`src/rtl/ysyx_25060173_alu_arbiter.sv`:
```
// ysyx_25060173_alu_arbiter: shares one combinational RV32 ALU between two requesters
//   clk, rst_n                    : clock, synchronous active-low reset
//   req{0,1}_valid/_ready         : request handshake (ready = grant, combinational)
//   req{0,1}_src1/_src2/_op       : operands and one-hot ALU op
//   rsp{0,1}_valid/_ready         : one-deep registered response slot handshake
//   rsp{0,1}_result/_err          : captured ALU result, op-not-one-hot flag
//   alu_src1/_src2/_op, alu_result: connection to the shared ALU
module ysyx_25060173_alu_arbiter #(
    parameter int DATA_W = 32,
    parameter int OP_W   = 11,
    parameter int RR_EN  = 1
) (
    input  logic              clk,
    input  logic              rst_n,
    input  logic              req0_valid,
    output logic              req0_ready,
    input  logic [DATA_W-1:0] req0_src1,
    input  logic [DATA_W-1:0] req0_src2,
    input  logic [OP_W-1:0]   req0_op,
    output logic              rsp0_valid,
    input  logic              rsp0_ready,
    output logic [DATA_W-1:0] rsp0_result,
    output logic              rsp0_err,
    input  logic              req1_valid,
    output logic              req1_ready,
    input  logic [DATA_W-1:0] req1_src1,
    input  logic [DATA_W-1:0] req1_src2,
    input  logic [OP_W-1:0]   req1_op,
    output logic              rsp1_valid,
    input  logic              rsp1_ready,
    output logic [DATA_W-1:0] rsp1_result,
    output logic              rsp1_err,
    output logic [DATA_W-1:0] alu_src1,
    output logic [DATA_W-1:0] alu_src2,
    output logic [OP_W-1:0]   alu_op,
    input  logic [DATA_W-1:0] alu_result
);
    logic prio;
    logic elig0, elig1, grant0, grant1;
    // A slot may be drained and refilled in the same cycle
    always_comb begin
        elig0    = req0_valid & (~rsp0_valid | rsp0_ready);
        elig1    = req1_valid & (~rsp1_valid | rsp1_ready);
        grant0   = elig0 & (~elig1 | ~prio);
        grant1   = elig1 & (~elig0 | prio);
        alu_src1 = grant0 ? req0_src1 : grant1 ? req1_src1 : '0;
        alu_src2 = grant0 ? req0_src2 : grant1 ? req1_src2 : '0;
        alu_op   = grant0 ? req0_op : grant1 ? req1_op : '0;
    end
    assign req0_ready = grant0;
    assign req1_ready = grant1;
    always_ff @(posedge clk) begin
        if (!rst_n) begin
            rsp0_valid  <= 1'b0;
            rsp0_result <= '0;
            rsp0_err    <= 1'b0;
            rsp1_valid  <= 1'b0;
            rsp1_result <= '0;
            rsp1_err    <= 1'b0;
            prio        <= 1'b0;
        end else begin
            if (grant0) begin
                rsp0_valid  <= 1'b1;
                rsp0_result <= alu_result;
                rsp0_err    <= $countones(req0_op) != 1;
            end else if (rsp0_ready) begin
                rsp0_valid <= 1'b0;
            end
            if (grant1) begin
                rsp1_valid  <= 1'b1;
                rsp1_result <= alu_result;
                rsp1_err    <= $countones(req1_op) != 1;
            end else if (rsp1_ready) begin
                rsp1_valid <= 1'b0;
            end
            // Round-robin hands priority to whichever requester did not win
            if (grant0 | grant1) prio <= (RR_EN != 0) ? grant0 : 1'b0;
        end
    end
endmodule

```
`config.mk`:
```
export PLATFORM = sky130hd
export DESIGN_NAME = ysyx_25060173_alu_arbiter
export DESIGN_NICKNAME = d
export VERILOG_FILES = /design/src/rtl/ysyx_25060173_alu_arbiter.sv
export SDC_FILE = /design/constraint.sdc
export NUM_CORES = 1
export LEC_CHECK = 0
export ABC_CLOCK_PERIOD_IN_PS = 3400
export BUFFER_PORTS_ARGS = -buffer_cell sky130_fd_sc_hd__buf_2
export CORE_AREA = 2 2 129 131
export CTS_CLUSTER_SIZE = 24
export DETAILED_ROUTE_END_ITERATION = 7
export DIE_AREA = 0 0 131 133
export SLEW_MARGIN = 10
export SYNTH_ARGS = -nofsm -noshare
export SYNTH_HDL_FRONTEND = slang
export SYNTH_SLANG_ARGS = --single-unit
```
`constraint.sdc`:
```
create_clock -name clk -period 3.4 [get_ports clk]
set_input_delay 0.68 -clock clk [delete_from_list [all_inputs] [get_ports clk]]
set_output_delay 0.68 -clock clk [all_outputs]
set_load 0.005 [all_outputs]
```
==> metrics, run 1 <==
area grow syn2layout=60.8%; crit path buf inv count=4; fmax=305 MHz; Reg-to-Reg End=rsp1_err; Post-Layout Cell Count=980; placed cells=964; fraction of layout cells with a size suffix above 1=0.495; critical path startpoint category=input pin; CP max stage delay=0.51 ns; status=finished, final reports clean; Initial Utilization=0.232; Total GRT Usage=0.176; Clock transition at path regs=0.05 ns; number of fill cells=1679; endpoints failing setup=0; Static Leakage=3.15 nW; switching pwr=0.774 mW; GR Overflow Total=0; internal power=1.95 mW; Sinks on Clock Net=69; Least-Margin Pin Slew=0.713 ns; Core Area=16200 µm²; VDD IR max=178 µV; CP Launch Point=req1_op[3]; FFs w/ async S/R, synth=0; clk buf depth=2; DRC Markers=0; ys flop type=dfxtp_1; Final Max Slew Viols=0; path type of the worst setup path=input pin to flop; Worst-Skew Late Latency=0.33 ns; Net Sw Frac=0.284; CTS buffer count=9; port bufs=332; Ys Warns=0; largest net degree at the start of global routing=48; R2R Path Start=rsp0_valid; EDFF count, synth=0; slew margin rel.=0.525; Crit path required time=3.62 ns; Die H=133 µm; skew final=0.00422 ns; syn_area_per_cell=8.68 µm²; Worst setup EP type=flop; setup TNS=0 ns; Via density=4.47; CTS tree=yes; Commonest cells post-synth=nand2_1 (129), a22o_1 (73), dfxtp_1 (69); slowest CP cell=fa_1; crit path cell chain=buf_2 > fa_1 > fa_1 > inv_1 > fa_1 > inv_1 > fa_2 > inv_1 > fa_2 > a2111oi_4 > a21oi_1 > o221a_1; Stages on worst setup path=12; worst hold slack=0.448 ns; Synth area leaders=dfxtp_1 (37%), a22o_1 (17%), nand2_1 (13%); leading area contributor after synthesis=dfxtp_1; Top-Level Pins=333; H-tree Lvls=3; Die Wd=131 µm; Post-DP HPWL=12800 µm; reg2reg path depth=6; Synth top area share=0.368; total number of vias=4381; wire length of the first global-routing pass=23100 µm; Routed Wire Length=16100 µm; antenna-violating nets left=0; Clock Power Share=0.380; sequential-to-total area share from yosys stat=0.368; Mapped Cells=432; most frequent cell after synthesis=nand2_1; Logic pwr share=0.294; hold crit path type=flop to flop; post-CTS setup buffer count=0; via count of the first global-routing pass=4155; Final Hold Fails=0; post-route minimum period=3.28 ns; syn_nets=636; nets=959; initial antenna violation count=1; post-synthesis cell type count=27; Max Fanout on Critical Path=2; CTS root buf=clkbuf_16; drt initial violations=186; First-pass DRT Iterations=4; critical path capture point=rsp1_err; CP arrival=3.50 ns; gpl congestion=0.909; row count=47; Flop pwr share=0.327; synthesized area=3750 µm²; family with the most delay on the worst path=adder cells; hold buffers post-CTS=0; Final period util=0.965; final cell utilization of the core=0.373; #FFs+latches synth=69; DR WL/cell=16.4 µm; Register-to-Register Setup Slack=1.50 ns; max-cap viol count=0; power per standard cell area=452 nW/µm²; Die ar.=17400 µm²
-- power groups by stage --
stage | clock network, mW | registers (mW) | logic (mW)
after CTS | 1.06 | 0.890 | 0.785
final | 1.03 | 0.890 | 0.801
after global routing | 1.10 | 0.896 | 0.895
after detailed placement | 0 | 0.907 | 0.780
after global placement | 0 | 0.906 | 0.777
after floorplan | 0 | 0.912 | 0.405
-- cells by family (layout without fill, tap and decap cells) --
logic type | count (synthesis) | after routing | synth area share
AO/OA/AOI/OAI | 151 | 151 | 0.332
adder cells (fa/ha/maj) | 16 | 16 | 0.0814
AND/OR/NAND/NOR | 137 | 137 | 0.143
other | 0 | 1 | 0
flip-flops | 69 | 69 | 0.368
buffers and inverters | 59 | 386 | 0.0751
-- worst min-delay path, stage by stage (launching register included) --
cell	delay, ns
dfxtp_1	0.30
nand2_1	0.05
a21boi_1	0.05
-- how the worst min path moves through the flow --
| stage | from | end | slack, ns | cells after the start |
|---|---|---|---|---|
| 6_report | rsp0_result[18] | rsp0_result[18] | 0.45 | 2 |
| 3_3_place_gp | rsp1_result[15] | rsp1_result[15] | 0.44 | 2 |
| 2_1_floorplan | rsp0_result[10] | rsp0_result[10] | 0.45 | 2 |
| 4_1_cts | rsp0_result[18] | rsp0_result[18] | 0.45 | 2 |
| 5_1_grt | rsp1_result[7] | rsp1_result[7] | 0.47 | 2 |
| 3_5_place_dp | rsp0_result[18] | rsp0_result[18] | 0.44 | 2 |
-- per-stage QoR --
step                      total power [mW]  cell area, µm²  setup slack [ns]
after detailed placement              1.69            5670            -0.231
after global placement                1.68            5670            -0.178
after global routing                  2.89            6030           -0.0232
final                                 2.73            6030             0.121
after floorplan                       1.32            3770           0.00104
after CTS                             2.74            6000             0.117
-- flip-flops by register name, summed over array words and instances (netlist names) --
name and flops:
prio 1, rsp0_err 1, rsp0_result 32, rsp0_valid 1, rsp1_err 1, rsp1_result 32, rsp1_valid 1
-- cell type report --
type	count	area [µm²]	share of cell area
Multi-Input combinational cell	304	2140	0.354
Timing Repair Buffer	348	1810	0.300
Sequential cell	69	1380	0.229
Tap cell	220	275	0.0457
Clock buffer	12	267	0.0442
Inverter	23	92.6	0.0154
Clock inverter	3	67.6	0.0112
Antenna cell	1	2.50	0.000415
-- placed cells by master, fill, tap and decap left out --
cell          n
a311o_2       1
buf_2       332
fa_2          4
inv_2         1
nor2_1        1
o221a_1       2
nand3_1       3
o31ai_1       1
nor2b_1       1
a22o_1       73
a2111oi_4     2
clkbuf_8      3
fa_1         10
inv_1        20
bufinv_16     2
clkinv_2      1
a21boi_0     21
clkbuf_16     9
a21boi_1     44
o311ai_4      1
inv_6         1
ha_1          2
clkinvlp_4    1
nand2b_4      1
a21oi_1       4
nor2b_2       1
buf_12        2
dfxtp_1      69
nand2_1     129
o22ai_1       2
diode_2       1
buf_4        14
nand2b_1      1
-- layer usage --
metal,wire length [µm],track usage
met1,6620,0.211
met3,1350,0.0574
met4,157,0.0349
met2,7920,0.304
met5,11,0
-- repair_timing --
item / in CTS / in global routing
resized for setup: 0 / 2
endpoints found under the setup margin: 0 / 2
hold endpoints to repair: 0 / 0
No activity file was read; power rests on OpenSTA's default activity.
==> run 2: changes to the inputs <==
- ABC_CLOCK_PERIOD_IN_PS: 3400 -> 3700
- clock period: 3.4 -> 3.7 ns (I/O delays scaled with it)
==> metrics, run 2 (synthesis results as in run 1) <==
status=finished, final reports clean; fmax=286 MHz; CP arrival=3.72 ns (+0.22 ns); via count of the first global-routing pass=4184 (+0.70%); placed cells=961 (-0.31%); CTS root buf=clkbuf_16; CTS tree=yes; endpoints failing setup=0 (unchanged); Logic pwr share=0.300 (+0.006); gpl congestion=0.837 (-7.9%); Die Wd=131 µm (unchanged); Total GRT Usage=0.180 (+0.00474); Final Max Slew Viols=0 (unchanged); antenna-violating nets left=0 (unchanged); post-route minimum period=3.50 ns; Post-DP HPWL=13000 µm (+1.1%); Flop pwr share=0.358 (+0.031); Crit path required time=3.92 ns (+0.30 ns); DRC Markers=0 (unchanged); DP Area=5620 µm² (-0.79%); Die ar.=17400 µm² (unchanged); Die H=133 µm (unchanged); worst hold slack=0.447 ns (-0.000856 ns); Worst setup EP type=flop; GR Overflow Total=0 (unchanged); Net Sw Frac=0.301 (+0.0176); drt initial violations=168 (-9.7%); internal power=1.59 mW (-18%); post-CTS setup buffer count=0 (unchanged); hold buffers post-CTS=0 (unchanged); skew final=0.00572 ns (+0.00150 ns); Sinks on Clock Net=69 (unchanged); RSZ-0062 raised after global routing=no; wire length of the first global-routing pass=23900 µm (+3.5%); Core Area=16200 µm² (unchanged); clk buf depth=2 (unchanged); Clock transition at path regs=0.05 ns (about the same); port bufs=332 (unchanged); Least-Margin Pin Slew=1.03 ns (+0.319 ns); nets=956 (-0.31%); most common library cell in the layout ignoring fill and taps=buf_2; slew margin rel.=0.312 (-0.213); Max Fanout on Critical Path=2 (unchanged); commonest non-fill, non-tap cells in the layout=buf_2 (332), nand2_1 (129), a22o_1 (73); Non-Filler Cell Area, Final=5900 µm² (-2.2%); Initial Utilization=0.232 (unchanged); Static Leakage=3.11 nW (-1.3%); largest net degree at the start of global routing=70 (+46%); switching pwr=0.688 mW (-11%); VDD IR max=146 µV (-18%); Top-Level Pins=333 (unchanged); Final Hold Fails=0 (unchanged); power per standard cell area=387 nW/µm² (-14%); Routed Wire Length=16400 µm (+1.8%); hold crit path type=flop to flop; final cell utilization of the core=0.365 (-0.00812); row count=47 (unchanged); Regs by FF count=rsp0_result (32), rsp1_result (32); Final period util=0.946; max-cap viol count=0 (unchanged); total number of vias=4417 (+0.82%); area grow syn2layout=57.3%; critical path startpoint category=input pin; H-tree Lvls=3 (unchanged); initial antenna violation count=2 (+1); Worst-Skew Late Latency=0.33 ns (about the same); Clock Power Share=0.342 (-0.038); CTS buffer count=9 (unchanged); Via density=4.51 (+0.92%); fraction of layout cells with a size suffix above 1=0.483 (-0.0119); Register-to-Register Setup Slack=1.91 ns (+0.41 ns); post-CTS sizing=0 (unchanged); Post-Layout Cell Count=979 (-0.10%); path type of the worst setup path=input pin to flop; First-pass DRT Iterations=4 (unchanged); Power Total=2.28 mW (-16%); DR WL/cell=16.7 µm (+1.9%)
-- run 2: changes by cell type in the layout (fill, tap and decap cells not counted) --
cell,before,now
diode_2,1,2
fa_1,10,14
clkinv_4,0,1
clkinvlp_4,1,0
clkbuf_1,0,2
a2111oi_4,2,0
clkbuf_8,3,1
clkinv_2,1,4
fa_2,4,0
buf_4,14,11
a2111oi_0,0,2
bufinv_16,2,0
-- run 2: cell type report --
cell class | count | area, µm²
Antenna cell | 2 | 5.00
Clock buffer | 12 | 246
Clock inverter | 4 | 23.8
Fill cell | 1745 | 10300
Inverter | 23 | 92.6
Multi-Input combinational cell | 304 | 2090
Sequential cell | 69 | 1380
Tap cell | 220 | 275
Timing Repair Buffer | 345 | 1780
-- run 2: worst paths after layout --
kind                   start         endpoint  cells past startpoint
max               req1_op[0]         rsp1_err                     12
min          rsp1_result[15]  rsp1_result[15]                      2
max reg2reg       rsp0_valid  rsp0_result[17]                      6
min reg2reg  rsp1_result[15]  rsp1_result[15]                      2
-- run 2: worst max-delay path, stage by stage --
cell and delay (ns):
buf_2 0.12, fa_1 0.49, fa_1 0.51, inv_1 0.05, fa_1 0.42, inv_1 0.08, fa_1 0.17, inv_1 0.05
fa_1 0.38, a2111oi_0 0.40, a21oi_1 0.08, o221a_1 0.23
-- run 2: stage by stage --
stage               TNS, ns  setup slack [ns]
floorplan                 0             0.105
global placement     -0.105            -0.105
detailed placement   -0.248            -0.170
CTS                       0             0.188
global route              0            0.0790
finish                    0             0.199
-- run 2: layer usage --
| metal | vias to the layer above | global-route usage | routed length, µm |
|---|---|---|---|
| met4 | 0 | 0.0473 | 185 |
| met5 | - | 0 | 0 |
| li1 | 2136 | - | - |
| met3 | 17 | 0.0550 | 1380 |
| met1 | 2083 | 0.218 | 6620 |
| met2 | 181 | 0.308 | 8170 |
-- run 2: power groups by stage --
stage          clock network, mW  logic (mW)  registers [mW]
6_report                   0.781       0.684           0.818
2_1_floorplan                  0       0.348           0.838
4_1_cts                    0.814       0.698           0.818
3_3_place_gp                   0       0.687           0.832
3_5_place_dp                   0       0.694           0.834
5_1_grt                    0.846       0.763           0.824
==> run 3: changes to the inputs <==
--- a/constraint.sdc
+++ b/constraint.sdc
@@ -3,2 +3,2 @@
 set_output_delay 0.74 -clock clk [all_outputs]
-set_load 0.005 [all_outputs]
+set_load 0.01 [all_outputs]
==> metrics, run 3 (synthesis results as in run 1) <==
GR Layer Usage met1=0.211 (-0.00698); met3 GRT Util=0.0675 (+0.0125); post-CTS setup buffer count=0 (unchanged); Initial Utilization=0.232 (unchanged); clk buf depth=2 (unchanged); Static Leakage=3.17 nW (+1.6%); Max Fanout on Critical Path=2 (unchanged); drt initial violations=138 (-18%); GR Overflow Total=0 (unchanged); total number of vias=4368 (-1.1%); largest net degree at the start of global routing=70 (unchanged); CTS root buf=clkbuf_16; Post-DP HPWL=12900 µm (-0.23%); setup TNS=0 ns (unchanged); endpoints failing setup=0 (unchanged); power per standard cell area=436 nW/µm² (+13%); CP arrival=3.71 ns (about the same); nets=957 (+0.10%); Regs by FF count=rsp0_result (32), rsp1_result (32); First-pass DRT Iterations=4 (unchanged); hold crit path type=flop to flop; DRC Markers=0 (unchanged); DP Area=5630 µm² (+0.13%); Register-to-Register Setup Slack=1.89 ns (-0.02 ns); Die ar.=17400 µm² (unchanged); Top-Level Pins=333 (unchanged); VDD IR max=158 µV (+8.5%); antenna-violating nets left=0 (unchanged); CTS tree=yes; Core Area=16200 µm² (unchanged); Total GRT Usage=0.180 (-0.000417); critical path capture point=rsp1_err; status=finished, final reports clean; most crowded layer after global routing=met2; most common library cell in the layout ignoring fill and taps=buf_2; CP max stage delay=0.51 ns (about the same); Sinks on Clock Net=69 (unchanged); via count of the first global-routing pass=4128 (-1.3%); DR WL/cell=16.5 µm (-1.2%); Via density=4.46 (-1.2%); commonest non-fill, non-tap cells in the layout=buf_2 (332), nand2_1 (129), a22o_1 (73); post-route minimum period=3.50 ns (-0.00370 ns); skew final=0.00716 ns (+0.00144 ns); slew margin rel.=0.307 (-0.00532); post-place setup slack=-0.134 ns (+0.0364 ns); area grow syn2layout=60.2%; Reg-to-Reg End=rsp0_err; Clock transition at path regs=0.06 ns (about the same); slowest CP cell=fa_1; row count=47 (unchanged); path type of the worst setup path=input pin to flop; Final Hold Fails=0 (unchanged); Crit path required time=3.91 ns (about the same); gpl congestion=0.841 (+0.56%); GR Util met2=0.312 (+0.00374); post-CTS sizing=0 (unchanged); Least-Margin Pin Slew=1.04 ns (+0.00798 ns); fraction of layout cells with a size suffix above 1=0.487 (+0.00332); Routed Wire Length=16200 µm (-1.1%); initial antenna violation count=2 (unchanged); RSZ-0062 raised after global routing=no; crit path cell chain=buf_2 > fa_1 > fa_1 > inv_1 > fa_1 > inv_1 > fa_1 > inv_1 > fa_1 > a2111oi_0 > a21oi_1 > o221a_1; final worst slack=0.202 ns (+0.00370 ns); Non-Filler Cell Area, Final=6010 µm² (+1.9%); Final period util=0.945 (-0.00100); hold buffers post-CTS=0 (unchanged); wire length of the first global-routing pass=23900 µm (-0.20%); critical path startpoint category=input pin; H-tree Lvls=3 (unchanged); fmax=286 MHz (+0.11%); number of fill cells=1717 (-1.6%); Final Max Slew Viols=0 (unchanged); CTS buffer count=9 (unchanged); Die H=133 µm (unchanged); port bufs=332 (unchanged); R2R Path Start=rsp0_valid; Die Wd=131 µm (unchanged); CP Launch Point=req1_op[0]; Worst-Skew Late Latency=0.32 ns (about the same); Power Total=2.62 mW (+15%); most frequent CP cell=fa_1; Worst setup EP type=flop; max-cap viol count=0 (unchanged); reg2reg path depth=6 (unchanged); worst hold slack=0.445 ns (-0.00202 ns)
## run 3: worst min-delay path by stage
stage / startpoint / to / slack, ns / cells past startpoint
after floorplan: rsp0_result[10] / rsp0_result[10] / 0.48 / 2
after global placement: rsp1_result[3] / rsp1_result[3] / 0.44 / 2
after detailed placement: rsp1_result[5] / rsp1_result[5] / 0.44 / 2
after CTS: rsp1_result[5] / rsp1_result[5] / 0.45 / 2
after global routing: rsp0_result[8] / rsp0_result[8] / 0.47 / 2
final: rsp1_result[5] / rsp1_result[5] / 0.45 / 2
## run 3: critical path, delay by kind of cell
family                     cells  cell delay [ns]
adders and majority gates      5             1.96
AOI/OAI and AO/OA              3             0.70
buffers and inverters          4             0.31
## run 3: per-stage QoR
stage               utilization  instances
floorplan                     -        432
finish                    0.371        980
CTS                       0.371        978
global placement          0.348        962
detailed placement        0.348        962
global route              0.371        979
## run 3: report_power, final
part	switching, mW	internal [mW]
clock	0.317	0.745
combinational	0.403	0.336
sequential	0.0240	0.793
## run 3: layout make-up
type	instances	area [µm²]	area share
Inverter	23	92.6	0.0154
Tap cell	220	275	0.0458
Clock inverter	6	134	0.0223
Sequential cell	69	1380	0.230
Timing Repair Buffer	346	1790	0.298
Multi-Input combinational cell	304	2090	0.348
Antenna cell	2	5.00	0.000833
Clock buffer	10	239	0.0398
## run 3: metal layers
layer,vias up,routed length (µm)
li1,2136,-
met1,2054,6330
met2,171,8210
met3,7,1520
met4,0,115
met5,-,0
